## src/rtl/video_write_scheduler.sv

```systemverilog
// Single owner of the video memory write port: merges TPU single-cell writes with a
// bulk fill engine, alternating strictly between them when both want the port.
module video_write_scheduler #(
    parameter int unsigned ADDR_WIDTH  = 16,
    parameter int unsigned DATA_WIDTH  = 24,
    parameter int unsigned COUNT_WIDTH = 16
) (
    input  logic                   clk,
    input  logic                   reset,

    input  logic                   tpu_write,
    input  logic [ADDR_WIDTH-1:0]  tpu_address,
    input  logic [DATA_WIDTH-1:0]  tpu_value,
    input  logic [DATA_WIDTH-1:0]  tpu_mask,
    output logic                   tpu_ready,

    input  logic                   fill_start,
    input  logic [ADDR_WIDTH-1:0]  fill_address,
    input  logic [COUNT_WIDTH-1:0] fill_count,
    input  logic [DATA_WIDTH-1:0]  fill_value,
    input  logic [DATA_WIDTH-1:0]  fill_mask,
    output logic                   fill_busy,
    output logic                   fill_done,

    output logic                   video_write,
    output logic [ADDR_WIDTH-1:0]  video_address,
    output logic [DATA_WIDTH-1:0]  video_value,
    output logic [DATA_WIDTH-1:0]  video_mask
);

    typedef enum logic [0:0] {StIdle, StFill} state_e;

    state_e                 state_q;
    logic                   prio_tpu_q;
    logic [ADDR_WIDTH-1:0]  fill_addr_q;
    logic [COUNT_WIDTH-1:0] fill_remaining_q;
    logic [DATA_WIDTH-1:0]  fill_value_q;
    logic [DATA_WIDTH-1:0]  fill_mask_q;

    logic filling;
    logic grant_tpu;
    logic grant_fill;
    logic fill_last;

    always_comb begin
        filling    = (state_q == StFill);
        grant_tpu  = tpu_write & (~filling | prio_tpu_q);
        grant_fill = filling & ~grant_tpu;
        fill_last  = grant_fill & (fill_remaining_q == COUNT_WIDTH'(1));
    end

    assign tpu_ready = ~filling | prio_tpu_q;

    always_ff @(posedge clk) begin
        if (reset) begin
            state_q          <= StIdle;
            prio_tpu_q       <= 1'b1;
            fill_addr_q      <= '0;
            fill_remaining_q <= '0;
            fill_value_q     <= '0;
            fill_mask_q      <= '0;
            fill_busy        <= 1'b0;
            fill_done        <= 1'b0;
            video_write      <= 1'b0;
            video_address    <= '0;
            video_value      <= '0;
            video_mask       <= '0;
        end else begin
            fill_done   <= 1'b0;
            video_write <= grant_tpu | grant_fill;

            // Port fields hold their last value when nobody is granted.
            if (grant_tpu) begin
                video_address <= tpu_address;
                video_value   <= tpu_value;
                video_mask    <= tpu_mask;
            end else if (grant_fill) begin
                video_address <= fill_addr_q;
                video_value   <= fill_value_q;
                video_mask    <= fill_mask_q;
            end

            unique case (state_q)
                StIdle: begin
                    if (fill_start) begin
                        if (fill_count != '0) begin
                            state_q          <= StFill;
                            fill_addr_q      <= fill_address;
                            fill_remaining_q <= fill_count;
                            fill_value_q     <= fill_value;
                            fill_mask_q      <= fill_mask;
                            prio_tpu_q       <= 1'b1;
                            fill_busy        <= 1'b1;
                        end else begin
                            fill_done <= 1'b1;
                        end
                    end
                end
                StFill: begin
                    // fill_start is deliberately ignored here.
                    if (grant_tpu) begin
                        prio_tpu_q <= 1'b0;
                    end
                    if (grant_fill) begin
                        prio_tpu_q       <= 1'b1;
                        fill_addr_q      <= fill_addr_q + ADDR_WIDTH'(1);
                        fill_remaining_q <= fill_remaining_q - COUNT_WIDTH'(1);
                    end
                    if (fill_last) begin
                        state_q   <= StIdle;
                        fill_busy <= 1'b0;
                        fill_done <= 1'b1;
                    end
                end
                default: state_q <= StIdle;
            endcase
        end
    end

endmodule

```

## config.mk

```make
export PLATFORM = sky130hd
export DESIGN_NAME = video_write_scheduler
export DESIGN_NICKNAME = d
export VERILOG_FILES = /design/src/rtl/video_write_scheduler.sv
export SDC_FILE = /design/constraint.sdc
export NUM_CORES = 1
export LEC_CHECK = 0
export BUFFER_PORTS_ARGS = -buffer_cell sky130_fd_sc_hd__buf_4
export CAP_MARGIN = 20
export CORE_MARGIN = 5
export CORE_UTILIZATION = 40
export CTS_CLUSTER_DIAMETER = 200
export DETAILED_ROUTE_END_ITERATION = 10
export PLACE_DENSITY = 0.69
export SLEW_MARGIN = 15
export SYNTH_ARGS = -nofsm -noshare
export SYNTH_HDL_FRONTEND = slang
export SYNTH_SLANG_ARGS = --single-unit
```

## constraint.sdc

```tcl
create_clock -name clk -period 5.7 [get_ports clk]
set_clock_uncertainty 0.05 [all_clocks]
set_input_delay 0.57 -clock clk [delete_from_list [all_inputs] [get_ports clk]]
set_output_delay 0.57 -clock clk [all_outputs]
set_load 0.05 [all_outputs]
```

Word-level counts from Yosys, hierarchy flattened --
Cells that the tools add are included.
Word-level totals: register bits after elaboration 149, input bits 148, output and inout bits 68
Cells by class: reductions and logical operators 6, add/sub/neg operators 2, bitwise logic cells 7, multiplexer cells 29, eq/ne operators 6
Operators with widths (number):
- 16-bit 2-to-1 mux | 8
- 24-bit 2-to-1 mux | 4
- 16-bit case mux with 2 select lines | 2
- 16-bit by 1-bit adder with 16-bit output, second input constant | 1
- 16-bit by 1-bit == test with 1-bit output, second input constant | 1
- 16-bit nonzero test | 1
- 16-bit by 1-bit subtractor with 16-bit output, second input constant | 1
- 3-bit AND reduction | 4
- 1-bit 2-to-1 mux | 11
- 1-bit case mux with 2 select lines | 4
- 2-bit by 1-bit inequality test with 1-bit output, second input constant | 3
- 1-bit bitwise AND | 3
- 3-bit by 1-bit inequality test with 1-bit output, second input constant | 1
- 2-bit inequality test, second input constant | 1
- 1-bit NOT | 2
- 1-bit bitwise OR | 2
- 2-bit nonzero test | 1

Depth between registers and ports, before layout --
Gate-level depths: netlist of the first run.
depth after elaboration 8, mapped depth 8, mapped depth without buffers 7

Worst setup path after synthesis of the first run --
Ideal clock, no wire load.
kind input-to-reg, start input fill_count[11], end register fill_addr_q[14], data arrival time 1.874 ns, library setup time 0.132 ns, stages on the path 7, slack 3.644 ns, required time 5.518 ns, cells stage by stage nor4_2 a41oi_1 or2_1 buf_2 clkbuf_1 o21ai_0 a21oi_1
Between the ends: longest elaborated chain between the ends 3
RTL lines:
- start: declaration | line 19 | input logic [COUNT_WIDTH-1:0] fill_count,
- 16-bit nonzero test | line 86 | if (fill_count != '0) begin
- 2-bit by 1-bit inequality test with 1-bit output (no line)
- 3-bit AND reduction (no line)
- end signal: assignment | line 88 | fill_addr_q <= fill_address;
- end signal: assignment | line 106 | fill_addr_q <= fill_addr_q + ADDR_WIDTH'(1);
- end: declaration | line 35 | logic [ADDR_WIDTH-1:0] fill_addr_q;
No other way between the ends. A chain may end at the register's enable or synchronous reset.

Worst setup path after layout of the first run --
start register state_q, in the netlist filling, end register fill_addr_q[0]
Between the ends: longest elaborated chain between the ends 7, elaborated cells between the ends (all ways) 10, those cells by class eq/ne (3); mux (1); bitwise (5); reduce/logical (1)
RTL lines:
- start: declaration | line 33 | state_e state_q;
- start signal: assignment | line 56 | state_q <= StIdle;
- start signal: assignment | line 87 | state_q <= StFill;
- start signal: assignment | line 110 | state_q <= StIdle;
- 1-bit NOT (no line)
- 1-bit bitwise OR | line 47 | grant_tpu = tpu_write & (~filling | prio_tpu_q);
- 1-bit bitwise AND | line 47
- 1-bit NOT | line 48 | grant_fill = filling & ~grant_tpu;
- 1-bit bitwise AND | line 48
- 2-bit by 1-bit inequality test with 1-bit output (no line)
- 3-bit AND reduction (no line)
Parallel ways exist; a longest one is shown, timed or not.

==> impl_results.md, run 1 <==
* Cell type with the largest total area after synthesis: sky130_fd_sc_hd__dfxtp_1
* Count of TritonRoute iterations in the first routing pass at 5
* Area Overhead vs Synth at 33.80%
* Peak VDD IR at about 0.2 mV
* Post-route ant nets at 0
* Synth Register Bits at around 150
* Min Tclk post-route at about 3.2 ns
* Area of the mapped netlist at about 6700 sq um
* Fraction of layout instances using a drive strength above 1 at 0.2698
* Share of synthesized registers carrying an async set or reset at 0
* Finished layout cell area at around 8900 sq um
* Average wire length per cell after detail routing at around 16 um
* Synthesized net count at between 900 and 1,000
* Remaining design rule violation count at 0
* Clock insertion delay at the later pin of the skew report at ~0.42 ns
* Instance area after placement at about 8400 sq um
* Critical path capture point type: register
* Routability congestion estimate at roughly 0.8
* Final hold viol count at 0
* Remaining Overflow, GRT at 0
* Biggest cell delay along the critical path at ~0.83 ns
* Status: complete, no violations
* Initial core utilization at 0.4059
* GRT Total Usage at 0.1967
* Number of top-level pins at ~220
* Setup violators final at 0
* Reg-to-reg slack, setup at 2.52 ns
* Synth area leaders: sky130_fd_sc_hd__dfxtp_1 (45%), sky130_fd_sc_hd__mux2i_1 (9.7%), sky130_fd_sc_hd__a211oi_1 (7.4%)
* Multiplexer share of the synthesized area at 0.09905
* Synthesized area per cell at 8.353 sq um
* RSZ-0062 raised after global routing: no
* Register area share after synthesis at 0.4464
* Diodes inserted at 0
* EDFF count, synth at 0
* Origin of the critical flop-to-flop path: filling
* Total number of clock tree sinks at between 100 and 150
* Number of post-CTS setup repair buffers at 0
* Wire length of the first global-routing pass at about 32 mm
* Max Root-Sink Buffers at 2
* Horizontal extent of the die at between 100 and 150 um
* Antenna violations before repair at 0
* Depth of the worst register-to-register path at 6
* Clock-pin slew on the worst setup and hold paths at roughly 0.060 ns
* Critical path's slowest cell: sky130_fd_sc_hd__dfxtp_4
* Number of instances in the synthesized netlist at 800
* Number of max-capacitance violations reported at 0
* CTS tree: yes
* Number of buffers added to fix hold violations after cts at 0
* Clk Tree Root Cell: sky130_fd_sc_hd__clkbuf_16
* Worst setup path endpoint: fill_addr_q[0]
* Post-route fraction of the period consumed by the critical path at 0.5575
* Total number of vias at ~6,300
* Port buffer count at 215
* Slew Limit Headroom at 0.3303
* Tightest Pin Transition at 1.005 ns
* Type of the tightest min-delay check: in2reg
* Leading cell type in the layout, fill and taps excluded: sky130_fd_sc_hd__buf_4
* Synth Area in XOR/XNOR at 0.001311
* Critical-path cell list: inv_1 > buf_4 > a21oi_1 > or2_1 > o21ai_0 > a221oi_1
* CP Data Arrival Time at between 3 and 4 ns
* Largest fanout of any net on the critical path at 49
* Die ar. at about 19,000 sq um
* Hpwl dp at 13.23 mm
* Worst Setup SP: filling
* Top library cells by usage in the layout, fill and taps aside: sky130_fd_sc_hd__buf_4 (222), sky130_fd_sc_hd__dfxtp_1 (148), sky130_fd_sc_hd__nand2_1 (119)
* Maximum level of the CTS H-tree at 4
* Total wire length after detailed routing at 19.52 mm
* Peak clock frequency supported by timing at 314.7 MHz
* Largest net degree at the start of global routing at a little under 100
* Simple-Gate Fraction of Synth Area at 0.1968
* Via count of the first global-routing pass at slightly above 6,000
* Util after Layout at 0.5430
* Vias per cell at 5.253
* Area share of fa/ha/maj cells after synthesis at 0.005617
* Die height at ~140 um
* Core Region at 16,470 sq um
* Slew Viols, Final at 0
* Compound-Gate Fraction of Synth Area at 0.2069
* Resize count post-CTS at 0
* Syn. warnings at 0
* DR iter-0 viols at 400
* Lkg Pwr at 0.003668 uW
* Number of core rows at 47
* Reg-to-reg critical path endpoint: fill_addr_q[0]
* Fin nets at about 1,100
* Distinct cell type count of the synthesized netlist at 46
* Power density over the cells at 313.8 nW/um^2
* Inserted Clock Buffers at 17
* Most used flip-flop cell after synthesis: sky130_fd_sc_hd__dfxtp_1
* Critical path start-end classification: reg2reg
* Area share of the leading cell type in the synthesized netlist at 0.4464
* Sort of element at the start of the critical path: register
* Endpoint required time on the critical path at slightly below 6 ns
* Total Negative Setup Slacks at 0 ns
* Main combinational cell family by area after synthesis: compound AO/OA/AOI/OAI gates
critical path, delay by kind of cell, from the launching register on:
kind / cells / cell delay (ns)
AOI/OAI and AO/OA: 3 / 0.97
and+or+nand+nor: 1 / 0.78
buffers and inverters: 2 / 0.39
DFF: 1 / 0.83
area by class of cell:
class / instances / area, sq um
flip-flops and latches: 149 / 2987
clock buffers: 21 / 450.4
multi-input cells: 577 / 3437
inverters: 6 / 22.52
repair buffers: 222 / 1667
fillers: 1576 / 7525
well taps: 220 / 275.3
clock inverters: 11 / 102.6
cell usage after synthesis, drive strengths merged (5+ instances only):
cell type / n
a211oi: 66
a21oi: 90
and3: 5
buf: 14
clkbuf: 54
dfxtp: 149
inv: 6
mux2i: 65
nand2: 120
nand2b: 8
nand3: 9
nand4: 8
nor2: 89
nor2b: 12
nor3: 8
nor4: 11
o21ai: 36
o32ai: 6
where the power goes:
part           switching [uW]  internal, uW
clock                     446           614
sequential               66.1          1120
combinational             339           225
total                     851          1960
sequential cells by signal (all words and copies together), names as in the netlist:
signal,count
video_write,1
video_address,16
fill_value_q,24
fill_done,1
filling,1
fill_mask_q,24
fill_busy,1
fill_addr_q,16
video_value,24
fill_remaining_q,16
video_mask,24
prio_tpu_q,1
per-layer routing:
| metal | GRT usage | wire length [um] | part of all wire |
|---|---|---|---|
| met2 | 0.3178 | 9269 | 0.47 |
| met5 | 0 | 0 | 0 |
| met3 | 0.06690 | 1559 | 0.080 |
| met4 | 0.05355 | 205 | 0.011 |
| met1 | 0.2519 | 8486 | 0.43 |
how the worst min path moves through the flow:
stage                       end             start  depth (start not counted)
2_1_floorplan    fill_mask_q[0]    fill_mask_q[0]                          2
3_3_place_gp    fill_mask_q[20]   fill_mask_q[20]                          2
3_5_place_dp   fill_value_q[11]  fill_value_q[11]                          2
4_1_cts        fill_value_q[22]    fill_value[22]                          3
5_1_grt         fill_mask_q[12]     fill_mask[12]                          3
6_report       fill_value_q[22]    fill_value[22]                          3
metrics by stage:
stage	instances	worst slack, ns	total power (uW)	hold slack, ns
final	1206	2.522	2806	0.3469
after global placement	1174	2.551	1767	0.3924
after global routing	1206	2.167	2933	0.3400
after CTS	1206	2.518	2827	0.3276
after floorplan	800	3.644	1560	0.3860
after detailed placement	1174	2.541	1770	0.3963
cell families (layout without fill, tap and decap cells):
| kind of cell | after synthesis | in the layout |
|---|---|---|
| buffers and inverters | 74 | 260 |
| muxes | 66 | 66 |
| adders and majority gates | 3 | 3 |
| and+or+nand+nor | 284 | 284 |
| DFF | 149 | 149 |
| AOI/OAI and AO/OA | 223 | 223 |
| xor gates and xnor gates | 1 | 1 |
No activity file was read; power rests on OpenSTA's default activity.
==> inputs of run 2 (changes only) <==
clock period = 3.1 ns   (was 5.7 ns; I/O delays follow)
==> impl_results.md, run 2 (synthesis results as in run 1) <==
* Diodes inserted at 0 (unchanged)
* Origin of the critical flop-to-flop path: fill_remaining_q[0]
* # fillers at 1,570 (-0.38%)
* DR iter-0 viols at 528 (+32%)
* Net switching power at 1625 uW (+91%)
* Setup violators final at 0 (unchanged)
* Antenna violations before repair at 0 (unchanged)
* Internal portion of total power at 3608 uW (+85%)
* Fin nets at 1,130 (+0.53%)
* Storage element area at 2987 sq um (unchanged)
* Total number of vias at 6,455 (+1.9%)
* Average wire length per cell after detail routing at 16.38 um (+1.2%)
* Endpoint required time on the critical path at 3.37 ns (-2.60 ns)
* Fin cells at 1,212 (+0.50%)
* Remaining Overflow, GRT at 0 (unchanged)
* Max Root-Sink Buffers at 2 (unchanged)
* Critical-path cell list: inv_1 > ha_1 > or4b_1 > nor2_1 > and3_1 > a21oi_1 > o32ai_1
* Tightest Pin Transition at 0.8826 ns (-0.1219 ns)
* Endpoint with the worst hold slack: fill_value_q[14]
* Remaining design rule violation count at 0 (unchanged)
* Peak clock frequency supported by timing at 423.7 MHz (+35%)
* Post-route ant nets at 0 (unchanged)
* Die ar. at 19,390 sq um (unchanged)
* Hpwl dp at 13.50 mm (+2.0%)
* RSZ-0062 raised after global routing: no
* GRT Total Usage at 0.1977 (+0.001067)
* Total Negative Setup Slacks at 0 ns (unchanged)
* Initial core utilization at 0.4059 (unchanged)
* Port buffer count at 215 (unchanged)
* Critical path start-end classification: reg2reg
* Clock insertion delay at the later pin of the skew report at 0.41 ns (about the same)
* Via count of the first global-routing pass at 6,262 (+1.1%)
* Resize count post-CTS at 0 (unchanged)
* Horizontal extent of the die at 139.3 um (unchanged)
* CP Data Arrival Time at 2.63 ns (-0.82 ns)
* Part of the power in registers at 0.412 (-0.010)
* Sw Ratio at 0.3106 (+0.007341)
* Total wire length after detailed routing at 19.85 mm (+1.7%)
* Total number of clock tree sinks at 149 (unchanged)
* Multi-input gate area in the final layout at 3437 sq um (unchanged)
* Area Overhead vs Synth at 35.65%
* Min Tclk post-route at 2.360 ns (-0.8176 ns)
* Wire length of the first global-routing pass at 31.97 mm (+1.2%)
* Slew Limit Headroom at 0.4116 (+0.08130)
* Combined buffer and inverter count along the critical path at 1 (-1)
* Core Region at 16,470 sq um (unchanged)
* Post-route fraction of the period consumed by the critical path at 0.7613 (+0.2038)
* CTS tree: yes
* Critical path capture point type: register
* Vias per cell at 5.326 (+1.4%)
* Number of buffers added to fix hold violations after cts at 0 (unchanged)
* Combinational share of power at 0.206 (+0.005)
* Critical path's slowest cell: sky130_fd_sc_hd__or4b_1
* Reg-to-reg slack, setup at 0.74 ns (-1.78 ns)
* Lkg Pwr at 0.003736 uW (+1.9%)
* Number of top-level pins at 216 (unchanged)
* Status: complete, no violations
* Final hold viol count at 0 (unchanged)
* Largest net degree at the start of global routing at 91 (-6.2%)
* Clk Tree Root Cell: sky130_fd_sc_hd__clkbuf_16
* Largest fanout of any net on the critical path at 6 (-88%)
* Slew Viols, Final at 0 (unchanged)
* CP delay by family, top: simple AND/OR/NAND/NOR gates
* Type of the tightest min-delay check: in2reg
* Start point of the worst min-delay path: fill_value[14]
* Count of TritonRoute iterations in the first routing pass at 5 (unchanged)
* Fraction of layout instances using a drive strength above 1 at 0.2772 (+0.007441)
* Inserted Clock Buffers at 17 (unchanged)
* Leading cell type in the layout, fill and taps excluded: sky130_fd_sc_hd__buf_4
* Routability congestion estimate at 0.8344 (+1.3%)
* Die height at 139.3 um (unchanged)
* Peak VDD IR at 0.3769 mV (+94%)
* Reg-to-reg critical path endpoint: fill_remaining_q[10]
* Clock-pin slew on the worst setup and hold paths at 0.07 ns (about the same)
* Sort of element at the start of the critical path: register
* Depth of the worst register-to-register path at 7 (+1)
* Number of max-capacitance violations reported at 0 (unchanged)
* Biggest cell delay along the critical path at 0.60 ns (-0.23 ns)
* Number of cells after detailed placement at 1,180 (+0.51%)
* Power density over the cells at 577.3 nW/um^2 (+84%)
* Top library cells by usage in the layout, fill and taps aside: sky130_fd_sc_hd__buf_4 (223), sky130_fd_sc_hd__dfxtp_1 (148), sky130_fd_sc_hd__nand2_1 (119)
* Clock network fraction of design power at 0.382 (+0.005)
* Maximum level of the CTS H-tree at 4 (unchanged)
* Number of post-CTS setup repair buffers at 0 (unchanged)
* Number of core rows at 47 (unchanged)
* Hold Path Depth at 3 (unchanged)
==> run 2: changes by cell type in the layout (fill, tap and decap cells not counted), sizes merged <==
cell      before  now
clkinvlp       3    2
inv            8   13
buf          222  228
clkbuf        21   17
==> run 2: worst max path at each step <==
stage                        startpoint                    to  slack [ns]  cells past startpoint
floorplan           fill_remaining_q[0]  fill_remaining_q[12]        1.11                      8
global placement    fill_remaining_q[0]  fill_remaining_q[10]        0.76                      7
detailed placement  fill_remaining_q[0]  fill_remaining_q[10]        0.76                      7
CTS                 fill_remaining_q[0]  fill_remaining_q[10]        0.75                      7
global route        fill_remaining_q[0]   fill_remaining_q[8]        0.63                      7
finish              fill_remaining_q[0]  fill_remaining_q[10]        0.74                      7
==> run 2: through the flow <==
stage                     worst slack, ns    util  hold WS, ns  total power (uW)  instance area (sq um)
after floorplan                     1.107       -       0.3758              2869                   6683
after global placement             0.7634  0.5160       0.3941              3268                   8496
after detailed placement           0.7587  0.5160       0.3968              3275                   8496
after CTS                          0.7456  0.5505      0.07021              5280                   9065
after global routing               0.6313  0.5505      0.06809              5467                   9065
final                              0.7399  0.5505      0.09027              5233                   9065
==> run 2: worst reg2reg max path, cell delays in order, from the launching register on <==
cell	delay (ns)
sky130_fd_sc_hd__dfxtp_1	0.38
sky130_fd_sc_hd__inv_1	0.13
sky130_fd_sc_hd__ha_1	0.21
sky130_fd_sc_hd__or4b_1	0.60
sky130_fd_sc_hd__nor2_1	0.39
sky130_fd_sc_hd__and3_1	0.23
sky130_fd_sc_hd__a21oi_1	0.05
sky130_fd_sc_hd__o32ai_1	0.23
==> run 2: area by class of cell <==
| type | instances | share of cell area |
|---|---|---|
| clock buffer | 17 | 0.04693 |
| clock inverter | 15 | 0.01587 |
| inverter | 6 | 0.002484 |
| multi-input combinational | 577 | 0.3792 |
| sequential | 149 | 0.3295 |
| tap | 220 | 0.03037 |
| timing repair buffer | 228 | 0.1957 |
==> run 2: power by group through the flow <==
stage	Clock, uW	Combinational [uW]	Sequential, uW
after floorplan	0	473	2400
final	2000	1080	2150
after CTS	2040	1090	2150
after global routing	2120	1170	2170
after detailed placement	0	1080	2200
after global placement	0	1070	2190
==> run 2: routing by layer <==
layer / up-vias / GRT usage / share of wire
li1: 3194 / - / -
met2: 197 / 0.3150 / 0.47
met5: - / 0 / 0
met1: 3044 / 0.2505 / 0.42
met3: 20 / 0.08027 / 0.087
met4: 0 / 0.04995 / 0.016
==> inputs of run 3 (changes only) <==
clock period = 2.3 ns   (was 3.1 ns; I/O delays follow)
==> impl_results.md, run 3 (synthesis results as in run 1) <==
* Slew Viols, Final at 0 (unchanged)
* Port buffer count at 215 (unchanged)
* CP Data Arrival Time at 2.45 ns (-0.18 ns)
* Post-route ant nets at 0 (unchanged)
* Horizontal extent of the die at 139.3 um (unchanged)
* Tightest Pin Transition at 0.8463 ns (-0.03630 ns)
* Number of max-capacitance violations reported at 0 (unchanged)
* Total wire length after detailed routing at 20.11 mm (+1.3%)
* Number of post-CTS setup repair buffers at 0 (unchanged)
* Top library cells by usage in the layout, fill and taps aside: sky130_fd_sc_hd__buf_4 (233), sky130_fd_sc_hd__dfxtp_1 (148), sky130_fd_sc_hd__nand2_1 (119)
* Total number of vias at 6,541 (+1.3%)
* Max Root-Sink Buffers at 2 (unchanged)
* Post-route fraction of the period consumed by the critical path at 0.9324 (+0.1711)
* Biggest cell delay along the critical path at 0.60 ns (about the same)
* Pre-CTS setup slack at 0.1297 ns (-0.6290 ns)
* Die height at 139.3 um (unchanged)
* Number of core rows at 47 (unchanged)
* Largest fanout of any net on the critical path at 6 (unchanged)
* Power density over the cells at 744.7 nW/um^2 (+29%)
* DR iter-0 viols at 405 (-23%)
* Sort of element at the start of the critical path: register
* Critical path's slowest cell: sky130_fd_sc_hd__or4b_1
* Depth of the worst register-to-register path at 7 (unchanged)
* Hpwl dp at 13.70 mm (+1.5%)
* Critical path capture point type: register
* Critical path start-end classification: reg2reg
* Final hold viol count at 0 (unchanged)
* CTS tree: yes
* Remaining Overflow, GRT at 0 (unchanged)
* Initial core utilization at 0.4059 (unchanged)
* Largest net degree at the start of global routing at 61 (-33%)
* Setup violators final at 0 (unchanged)
* Instance area after placement at 8571 sq um (+0.88%)
* Wire length of the first global-routing pass at 32.26 mm (+0.91%)
* Diodes inserted at 0 (unchanged)
* Slew Limit Headroom at 0.4358 (+0.02420)
* Total Negative Setup Slacks at 0 ns (unchanged)
* Area Overhead vs Synth at 40.98%
* Type of the tightest min-delay check: in2reg
* Util after Layout at 0.5722 (+0.02166)
* Inserted Clock Buffers at 17 (unchanged)
* RSZ-0062 raised after global routing: no
* Leading cell type in the layout, fill and taps excluded: sky130_fd_sc_hd__buf_4
* Min Tclk post-route at 2.145 ns (-0.2156 ns)
* # fillers at 1,542 (-1.8%)
* Clock-pin slew on the worst setup and hold paths at 0.06 ns (about the same)
* Lkg Pwr at 0.003899 uW (+4.3%)
* Total number of clock tree sinks at 149 (unchanged)
* Remaining design rule violation count at 0 (unchanged)
* Core Region at 16,470 sq um (unchanged)
* Status: complete, no violations
* Peak clock frequency supported by timing at 466.3 MHz (+10%)
* Clock insertion delay at the later pin of the skew report at 0.42 ns (about the same)
* Hold Path Depth at 3 (unchanged)
* Via count of the first global-routing pass at 6,367 (+1.7%)
* Average wire length per cell after detail routing at 16.08 um (-1.8%)
* Finished layout cell area at 9422 sq um (+3.9%)
* Maximum level of the CTS H-tree at 4 (unchanged)
* Endpoint required time on the critical path at 2.60 ns (-0.77 ns)
* Fraction of layout instances using a drive strength above 1 at 0.2764 (-0.0007871)
* Fin nets at 1,170 (+3.5%)
* Critical-path cell list: inv_1 > ha_1 > or4b_1 > nor3_4 > xnor2_1 > a211o_1 > a21oi_2
* Worst hold slack across all endpoints at 0.01601 ns (-0.07425 ns)
* GRT Total Usage at 0.2009 (+0.003130)
* Routability congestion estimate at 0.8047 (-3.6%)
* Vias per cell at 5.229 (-1.8%)
* Count of TritonRoute iterations in the first routing pass at 5 (unchanged)
* Peak VDD IR at 0.5467 mV (+45%)
* Minimum setup slack in the final design at 0.1554 ns (-0.5844 ns)
* Antenna violations before repair at 0 (unchanged)
* Clk Tree Root Cell: sky130_fd_sc_hd__clkbuf_16
* Die ar. at 19,390 sq um (unchanged)
* Number of top-level pins at 216 (unchanged)
run 3: final timing paths:
kind	startpoint	to	slack [ns]
setup / recovery	fill_remaining_q[1]	fill_remaining_q[12]	0.16
hold reg to reg	fill_mask_q[17]	fill_mask_q[17]	0.40
hold / removal	fill_mask[23]	fill_mask_q[23]	0.02
setup reg to reg	fill_remaining_q[1]	fill_remaining_q[12]	0.16
run 3: final cells by class:
class                   instances  area (sq um)  share of cell area
inverters                       6         22.52            0.002390
clock inverters                12         95.09             0.01009
well taps                     220         275.3             0.02922
repair buffers                268          2150              0.2282
multi-input cells             577          3440              0.3651
clock buffers                  19         452.9             0.04807
flip-flops and latches        149          2987              0.3170
run 3: timing repair:
action / in CTS / in global routing
gates resized for setup: 0 / 1
hold buffers: 30 / 0
endpoints found under the hold margin: 30 / 0
setup endpoints to repair: 0 / 2
run 3: metal layers:
layer  track usage  part of all wire  vias to the layer above  wire length [um]
met5             0                 0                        -                 0
met4       0.04377            0.0095                        0               191
met3       0.07650             0.074                       15              1498
met2        0.3415              0.50                      183              9968
met1        0.2426              0.42                     3060              8455
li1              -                 -                     3283                 -
run 3: worst max-delay path: cells and delay by family, from the launching register on:
kind	cells	cell delay, ns
DFF	1	0.36
xor gates and xnor gates	1	0.08
AOI/OAI and AO/OA	2	0.43
adders and majority gates	1	0.21
buffers and inverters	1	0.11
and+or+nand+nor	2	0.84
run 3: metrics by stage:
step | power [uW] | instances
6_report | 7016 | 1251
5_1_grt | 7326 | 1251
4_1_cts | 7071 | 1251
3_5_place_dp | 4432 | 1190
3_3_place_gp | 4419 | 1190
2_1_floorplan | 3867 | 800
run 3: power breakdown:
part | internal [uW] | switching [uW] | total, uW | leakage, uW
clock network | 1450 | 1150 | 2600 | 0.000267
logic | 629 | 887 | 1520 | 0.00240
registers | 2770 | 138 | 2900 | 0.00123
total | 4850 | 2170 | 7020 | 0.00390
